===== src/rtl/outbuf_drain.sv =====
// ---------------------------------------------------------------------------
// outbuf_drain
//   South-edge output FIFO for one PE-array column. The column emits result
//   words with no backpressure; the first SKIP words after reset/clear are
//   array skew and are thrown away. The remaining words are buffered and
//   handed to the downstream collector over a valid/ready handshake.
//
// Ports
//   clk        in   rising-edge clock
//   rstn       in   asynchronous reset, active low
//   clear      in   synchronous flush (same as reset, memory untouched)
//   in_valid   in   din carries a column result; never stalled
//   din        in   column result word
//   out_valid  out  FIFO non-empty, dout valid
//   out_ready  in   downstream takes dout this cycle
//   dout       out  head word, 0 when out_valid=0
//   count      out  words stored, 0..BUFSIZE
//   full       out  count == BUFSIZE
//   overflow   out  sticky: a word was lost because the FIFO was full
// ---------------------------------------------------------------------------
module outbuf_drain #(
    parameter int WORDLEN = 8,
    parameter int BUFSIZE = 10,   // 2..32
    parameter int SKIP    = 0     // 0..31
) (
    input  logic               clk,
    input  logic               rstn,
    input  logic               clear,
    input  logic               in_valid,
    input  logic [WORDLEN-1:0] din,
    output logic               out_valid,
    input  logic               out_ready,
    output logic [WORDLEN-1:0] dout,
    output logic [5:0]         count,
    output logic               full,
    output logic               overflow
);

    typedef enum logic {ST_SKIP, ST_ACTIVE} state_e;

    localparam int          AW        = (BUFSIZE > 1) ? $clog2(BUFSIZE) : 1;
    localparam state_e      RST_STATE = (SKIP > 0) ? ST_SKIP : ST_ACTIVE;
    // Only consulted while skipping, which never happens when SKIP == 0.
    localparam logic [4:0]  SKIP_LAST = (SKIP > 0) ? 5'(SKIP - 1) : 5'd0;
    localparam logic [4:0]  PTR_LAST  = 5'(BUFSIZE - 1);
    localparam logic [5:0]  DEPTH     = 6'(BUFSIZE);

    state_e             state_q, state_d;
    logic [4:0]         skip_q, skip_d;
    logic [4:0]         head_q, head_d;
    logic [4:0]         tail_q, tail_d;
    logic [5:0]         count_q, count_d;
    logic               ovf_q, ovf_d;
    logic               push, pop;

    logic [WORDLEN-1:0] mem [BUFSIZE];

    function automatic logic [4:0] ptr_inc(input logic [4:0] p);
        return (p == PTR_LAST) ? 5'd0 : p + 5'd1;
    endfunction

    // Outputs depend on registered state only.
    assign out_valid = (count_q != 6'd0);
    assign full      = (count_q == DEPTH);
    assign count     = count_q;
    assign overflow  = ovf_q;
    assign dout      = out_valid ? mem[head_q[AW-1:0]] : '0;

    // clear overrides both handshakes in its cycle.
    assign pop  = !clear && out_valid && out_ready;
    assign push = !clear && (state_q == ST_ACTIVE) && in_valid && (!full || pop);

    always_comb begin
        state_d = state_q;
        skip_d  = skip_q;
        head_d  = head_q;
        tail_d  = tail_q;
        count_d = count_q;
        ovf_d   = ovf_q;

        if (clear) begin
            state_d = RST_STATE;
            skip_d  = 5'd0;
            head_d  = 5'd0;
            tail_d  = 5'd0;
            count_d = 6'd0;
            ovf_d   = 1'b0;
        end else begin
            case (state_q)
                ST_SKIP: begin
                    if (in_valid) begin
                        skip_d = skip_q + 5'd1;
                        // The SKIP-th word is still discarded; pushing starts after it.
                        if (skip_q == SKIP_LAST) state_d = ST_ACTIVE;
                    end
                end
                default: begin
                    if (in_valid && full && !pop) ovf_d = 1'b1;
                end
            endcase

            if (push) tail_d = ptr_inc(tail_q);
            if (pop)  head_d = ptr_inc(head_q);
            case ({push, pop})
                2'b10:   count_d = count_q + 6'd1;
                2'b01:   count_d = count_q - 6'd1;
                default: count_d = count_q;
            endcase
        end
    end

    always_ff @(posedge clk or negedge rstn) begin
        if (!rstn) begin
            state_q <= RST_STATE;
            skip_q  <= 5'd0;
            head_q  <= 5'd0;
            tail_q  <= 5'd0;
            count_q <= 6'd0;
            ovf_q   <= 1'b0;
        end else begin
            state_q <= state_d;
            skip_q  <= skip_d;
            head_q  <= head_d;
            tail_q  <= tail_d;
            count_q <= count_d;
            ovf_q   <= ovf_d;
        end
    end

    // Storage is not reset; out_valid masks stale contents.
    always_ff @(posedge clk) begin
        if (push) mem[tail_q[AW-1:0]] <= din;
    end

endmodule


===== config.mk =====
export PLATFORM = sky130hd
export DESIGN_NAME = outbuf_drain
export DESIGN_NICKNAME = d
export VERILOG_FILES = /design/src/rtl/outbuf_drain.sv
export SDC_FILE = /design/constraint.sdc
export NUM_CORES = 1
export LEC_CHECK = 0
export CORE_MARGIN = 2
export CORE_UTILIZATION = 50
export CTS_CLUSTER_DIAMETER = 30
export DETAILED_ROUTE_END_ITERATION = 6
export PLACE_DENSITY = 0.69
export SLEW_MARGIN = 5
export SYNTH_ARGS = -nofsm -noshare
export SYNTH_HDL_FRONTEND = slang
export SYNTH_SLANG_ARGS = --single-unit

===== constraint.sdc =====
create_clock -name clk -period 6.2 [get_ports clk]
set_clock_uncertainty 0.15 [all_clocks]
set_input_delay 0.93 -clock clk [delete_from_list [all_inputs] [get_ports clk]]
set_output_delay 0.93 -clock clk [all_outputs]
set_load 0.01 [all_outputs]

; ---- Yosys cells after proc, flatten, opt, wreduce, memory -nomap -nowiden
; Memories as Yosys holds them, arrays and structs flattened.
; Index checks and enable logic that the tools add are counted.
[op_classes]
n_addsub = 5
n_eq_ne = 6
n_mux = 21
reduce_logical = 21
[ops]
columns = cell, count
row1 = two-way mux 5 bit, 9
row2 = adder 5 x 1 -> 5 bit (second input constant), 3
row3 = case mux 6 bit (2 select lines), 1
row4 = == test 5 x 4 -> 1 bit (second input constant), 2
row5 = nonzero test 2 bit, 5
row6 = two-way mux 1 bit, 9
row7 = two-way mux 8 bit, 1
row8 = logical AND 1 bit, 7
row9 = adder 6 x 1 -> 6 bit (second input constant), 1
row10 = == test 6 x 4 -> 1 bit (second input constant), 1
row11 = two-way mux 6 bit, 1
row12 = nonzero test 6 bit, 1
row13 = subtractor 6 x 1 -> 6 bit (second input constant), 1
row14 = logical NOT 5 bit, 1
row15 = AND reduction 2 bit, 2
row16 = logical NOT 1 bit, 3
row17 = nonzero test 3 bit, 1
row18 = == test 2 x 1 -> 1 bit (second input constant), 1
row19 = == test 2 bit (second input constant), 1
row20 = inequality test 2 bit (second input constant), 1
row21 = logical OR 1 bit, 1
[totals]
reg_bits = 23
ram_bits = 80
in_bits = 13
output_inout_bits = 17
wordCells = 60
n_memories = 1
[mem_list]
columns = memory, words, word_bits, rd, rd_clocked_by_memory_dff, write_ports, line_no
row1 = mem, 10, 8, 1, 0, 1, 56  ; logic [WORDLEN-1:0] mem [BUFSIZE];

; ---- Depth between registers and ports, before layout
[logic_depth]
depth_word = 8
mapped_depth = 10
depth_no_buf = 9

; ---- Worst setup path before layout
; OpenSTA, ideal clock, no wires.
[synth_path]
path_type = input -> register
from = input port clear
to = register count_q[5], in the netlist count[5]
setup_ps = 136
t_arrival_ps = 2740
required_time_ps = 5914
slack_ps = 3175
stages = 10
path_buffers = 1
path_cell_list = buf_2 -> nor2b_1 -> nand2_1 -> nor2_1 -> ha_1 -> a211oi_1 -> o21ai_0 -> nor4b_1 -> a221oi_1 -> o41ai_1
[synth_between]
elab_chain_len = 8
word_cells_on_any_way = 12
cone_classes = eq/ne: 2 / mux: 2 / reduce/logical: 8
[synth_rtl]
columns = element, line_no
row1 = start: declaration, 28  ; input logic clear,
row2 = logical NOT 1 bit, "70, 71"
row3 = logical AND 1 bit (2 in series), 70  ; assign pop = !clear && out_valid && out_ready;
row4 = logical OR 1 bit, 71  ; assign push = !clear && (state_q == ST_ACTIVE) && in_valid && (!full || pop);
row5 = logical AND 1 bit, 71
row6 = == test 2 x 1 -> 1 bit / == test 2 bit (equally long branches), 104  ; case ({push, pop})
row7 = case mux 6 bit (2 select lines), 104
row8 = two-way mux 6 bit, 81  ; if (clear) begin
row9 = end signal: assignment, 125  ; count_q <= count_d;
row10 = end: declaration, 52  ; logic [5:0] count_q, count_d;
; Several ways; a longest one is shown, not always the timed one.
; A chain may end at the register's enable or synchronous reset.

; ---- Worst setup path in the final report
[layout_path]
from = register head_q[0]
to = output port dout[1]
[layout_between]
elab_chain_len = 2
[layout_rtl]
columns = element, line_no
row1 = start: declaration, 50  ; logic [4:0] head_q, head_d;
row2 = start signal: assignment, 116  ; head_q <= 5'd0;
row3 = start signal: assignment, 123  ; head_q <= head_d;
row4 = memory read (10 x 8 bit), -
row5 = two-way mux 8 bit, 67  ; assign dout = out_valid ? mem[head_q[AW-1:0]] : '0;
row6 = end: declaration, 33  ; output logic [WORDLEN-1:0] dout,
; Every way passes these cells.

==> results.toml <==
[die]
num_rows = 35
core_area_mm2 = 0.00906
die_x_um = 100
fp.dieArea_mm2 = 0.0100
initial_utilization = 0.508
die_height_um = 100
pin_count = 30

[detailed_routing]
routed_wl_um = 8590
drt_iter0_drc = 167
dr.pass1.iters = 4
drc = 0
ant_nets = 0
drt-wirelength-per-cell_um = 19.1
vias = 2613
via_per_inst = 5.81

[synth]
synth-adder-area-share = 0.0369
synth_top_family_by_area = "multiplexers"
yosysSeqAreaShare = 0.647
ys.flop_type = "edfxtp_1"
yosys.area_share.simple = 0.0964
async_flop_share = 0.223
synth-xor-area-share = 0.0190
synth.avg_cell_area_um2 = 15.2
synth_cell_type_count = 49
syn_inst = 303
synth_edf_count = 80
synth_compound_area_frac = 0.0815
synth.mux.area_fraction = 0.0981
synth_seq_cells = 103
syn_nets = 329
synth_area_mm2 = 0.00461
yosysWarnings = 0

[critical_path]
path_class = "flip-flop to primary output"
timing.critical_path.fanout_max = 15
worst_setup_path_end_kind = "primary output"
r2r_cells = 9
cp.required_ns = 5.12
worstSetupStartpointType = "flip-flop"
arrival_ns = 3.14

[timing]
slew_headroom = 0.270
maxSlewViolCount = 0
finalSetupViolations = 0
worstMarginPinSlew_ns = 1.09
fin_crit_sh = 0.680
fmax_mhz = 237
finalHoldViolCount = 0
rsz0062_at_grt = "no"
setup_tns_ns = 0
period_minus_slack_ns = 4.22

[pwr]
pwr_density_cell_mw_per_mm2 = 338
ir_drop_v = 0.000112
power_leakage_nw = 1.76

[cts]
cts_setup_buffers = 0
clk_pin_slew_worst_paths_ns = 0.10
cts_htree_levels = 3
cts_resized = 0
clk_latency_ns = 0.36
cts_root_buf = "clkbuf_8"
cts.path.max_buffers = 2
cts_tree = "yes"
clock_sinks = 103
ctsHoldBuffers = 0
cts_made_buffers = 9

[final_layout]
final_cell_mix = "80 x edfxtp_1, 29 x clkdlybuf4s50_1, 22 x dfrtp_1"
nets = 360
syn2layout_area_growth_pct = 13.4
drive_gt1_frac = 0.139
stdcell_count = 450
layout_commonest_cell = "edfxtp_1"
antenna_cells = 0

[grt]
grt.total_usage = 0.187
grt_overflow = 0
antenna_found_initial = 0
grt_pass1_wl_um = 13900
grt_max_degree = 29
grt_pass1_vias = 2635

[status]
status = "finished, final reports clean"

[placed_design]
portBuffers = 29
routabilityCongestion = 0.773
dp_hpwl_um = 5440
dp.cells = 434

[hold_path]
whs_path_depth = 2
worstHoldPathType = "flip-flop to flip-flop"

[flow_run]
maxCapViolCount = 0
## layout make-up
cell class	count	area, um2
clock buffers	10	128
fillers	709	3840
clock inverters	6	68.8
well taps	111	139
flip-flops and latches	103	2980
repair buffers	35	335
inverters	7	26.3
multi-input cells	178	1550
## cells in the mapped netlist (4+ instances only)
master    number  share of area
a211oi_1      18          0.029
a21oi_1        7         0.0076
and2_1         6         0.0082
buf_2          6         0.0065
clkbuf_1       4         0.0033
dfrtp_1       22           0.12
edfxtp_1      80           0.52
ha_1          12          0.033
inv_1          7         0.0057
mux2i_1        8          0.017
mux4_2        16          0.078
nand2_1       16          0.013
nand2b_1       4         0.0054
nor2_1        16          0.013
nor2b_1       10          0.014
nor4b_1        5         0.0095
o21ai_0        8         0.0087
o31ai_1        4         0.0065
xor2_1         7          0.013
## worst max-delay path, stage by stage (launching register included)
cell,delay (ns)
dfrtp_1,0.83
buf_4,0.41
mux4_2,0.54
nor2b_1,0.14
a211oi_1,0.24
a211oi_1,0.09
clkdlybuf4s50_1,0.52
## cells by family (layout without fill, tap and decap cells)
family	after synthesis	in the layout
AOI/OAI and AO/OA	53	53
muxes	25	25
xor gates and xnor gates	10	10
buffers and inverters	22	58
DFF	103	103
adders and majority gates	13	13
and+or+nand+nor	77	77
## stage by stage
step / utilization / cell area, um2 / setup slack, ns / hold slack (ns) / total power, mW
after floorplan: - / 4610 / 3.17 / 0.343 / 1.17
after global placement: 0.555 / 5030 / 2.32 / 0.355 / 1.35
after detailed placement: 0.555 / 5030 / 2.33 / 0.372 / 1.36
after CTS: 0.576 / 5220 / 1.91 / 0.387 / 1.78
after global routing: 0.576 / 5220 / 1.67 / 0.433 / 1.86
final: 0.576 / 5220 / 1.98 / 0.382 / 1.76
## sequential cells by signal, summed over array words and instances, names as in the netlist
name      count
mem          80
count         6
head_q        5
skip_q        5
tail_q        5
overflow      1
state_q       1
## report_power, final
group          leakage [nW]  switching [mW]  total [mW]  internal (mW)
Sequential             1.03          0.0655       0.835          0.769
Clock                0.0925           0.234       0.424          0.190
Combinational         0.636           0.229       0.505          0.276
## metal layers
metal  vias to the layer above  track usage  wire (um)
li1                       1242            -          -
met1                      1303        0.267       4040
met2                        57        0.297       4080
met3                        11       0.0306        337
met4                         0       0.0664        123
met5                         -            0          0
## worst paths after layout
kind	startpoint	endpoint	slack, ns
setup / recovery	head_q[0]$_DFFE_PN0P_	dout[1]	1.98
hold / removal	overflow$_DFFE_PN0P_	overflow$_DFFE_PN0P_	0.38
setup reg to reg	count[0]$_DFFE_PN0P_	count[5]$_DFFE_PN0P_	2.73
hold reg to reg	overflow$_DFFE_PN0P_	overflow$_DFFE_PN0P_	0.38
max in group asynchronous	rstn	head_q[0]$_DFFE_PN0P_	4.24
min in group asynchronous	rstn	skip_q[0]$_DFFE_PN0P_	1.00
Power figures use the tool's default switching activity.
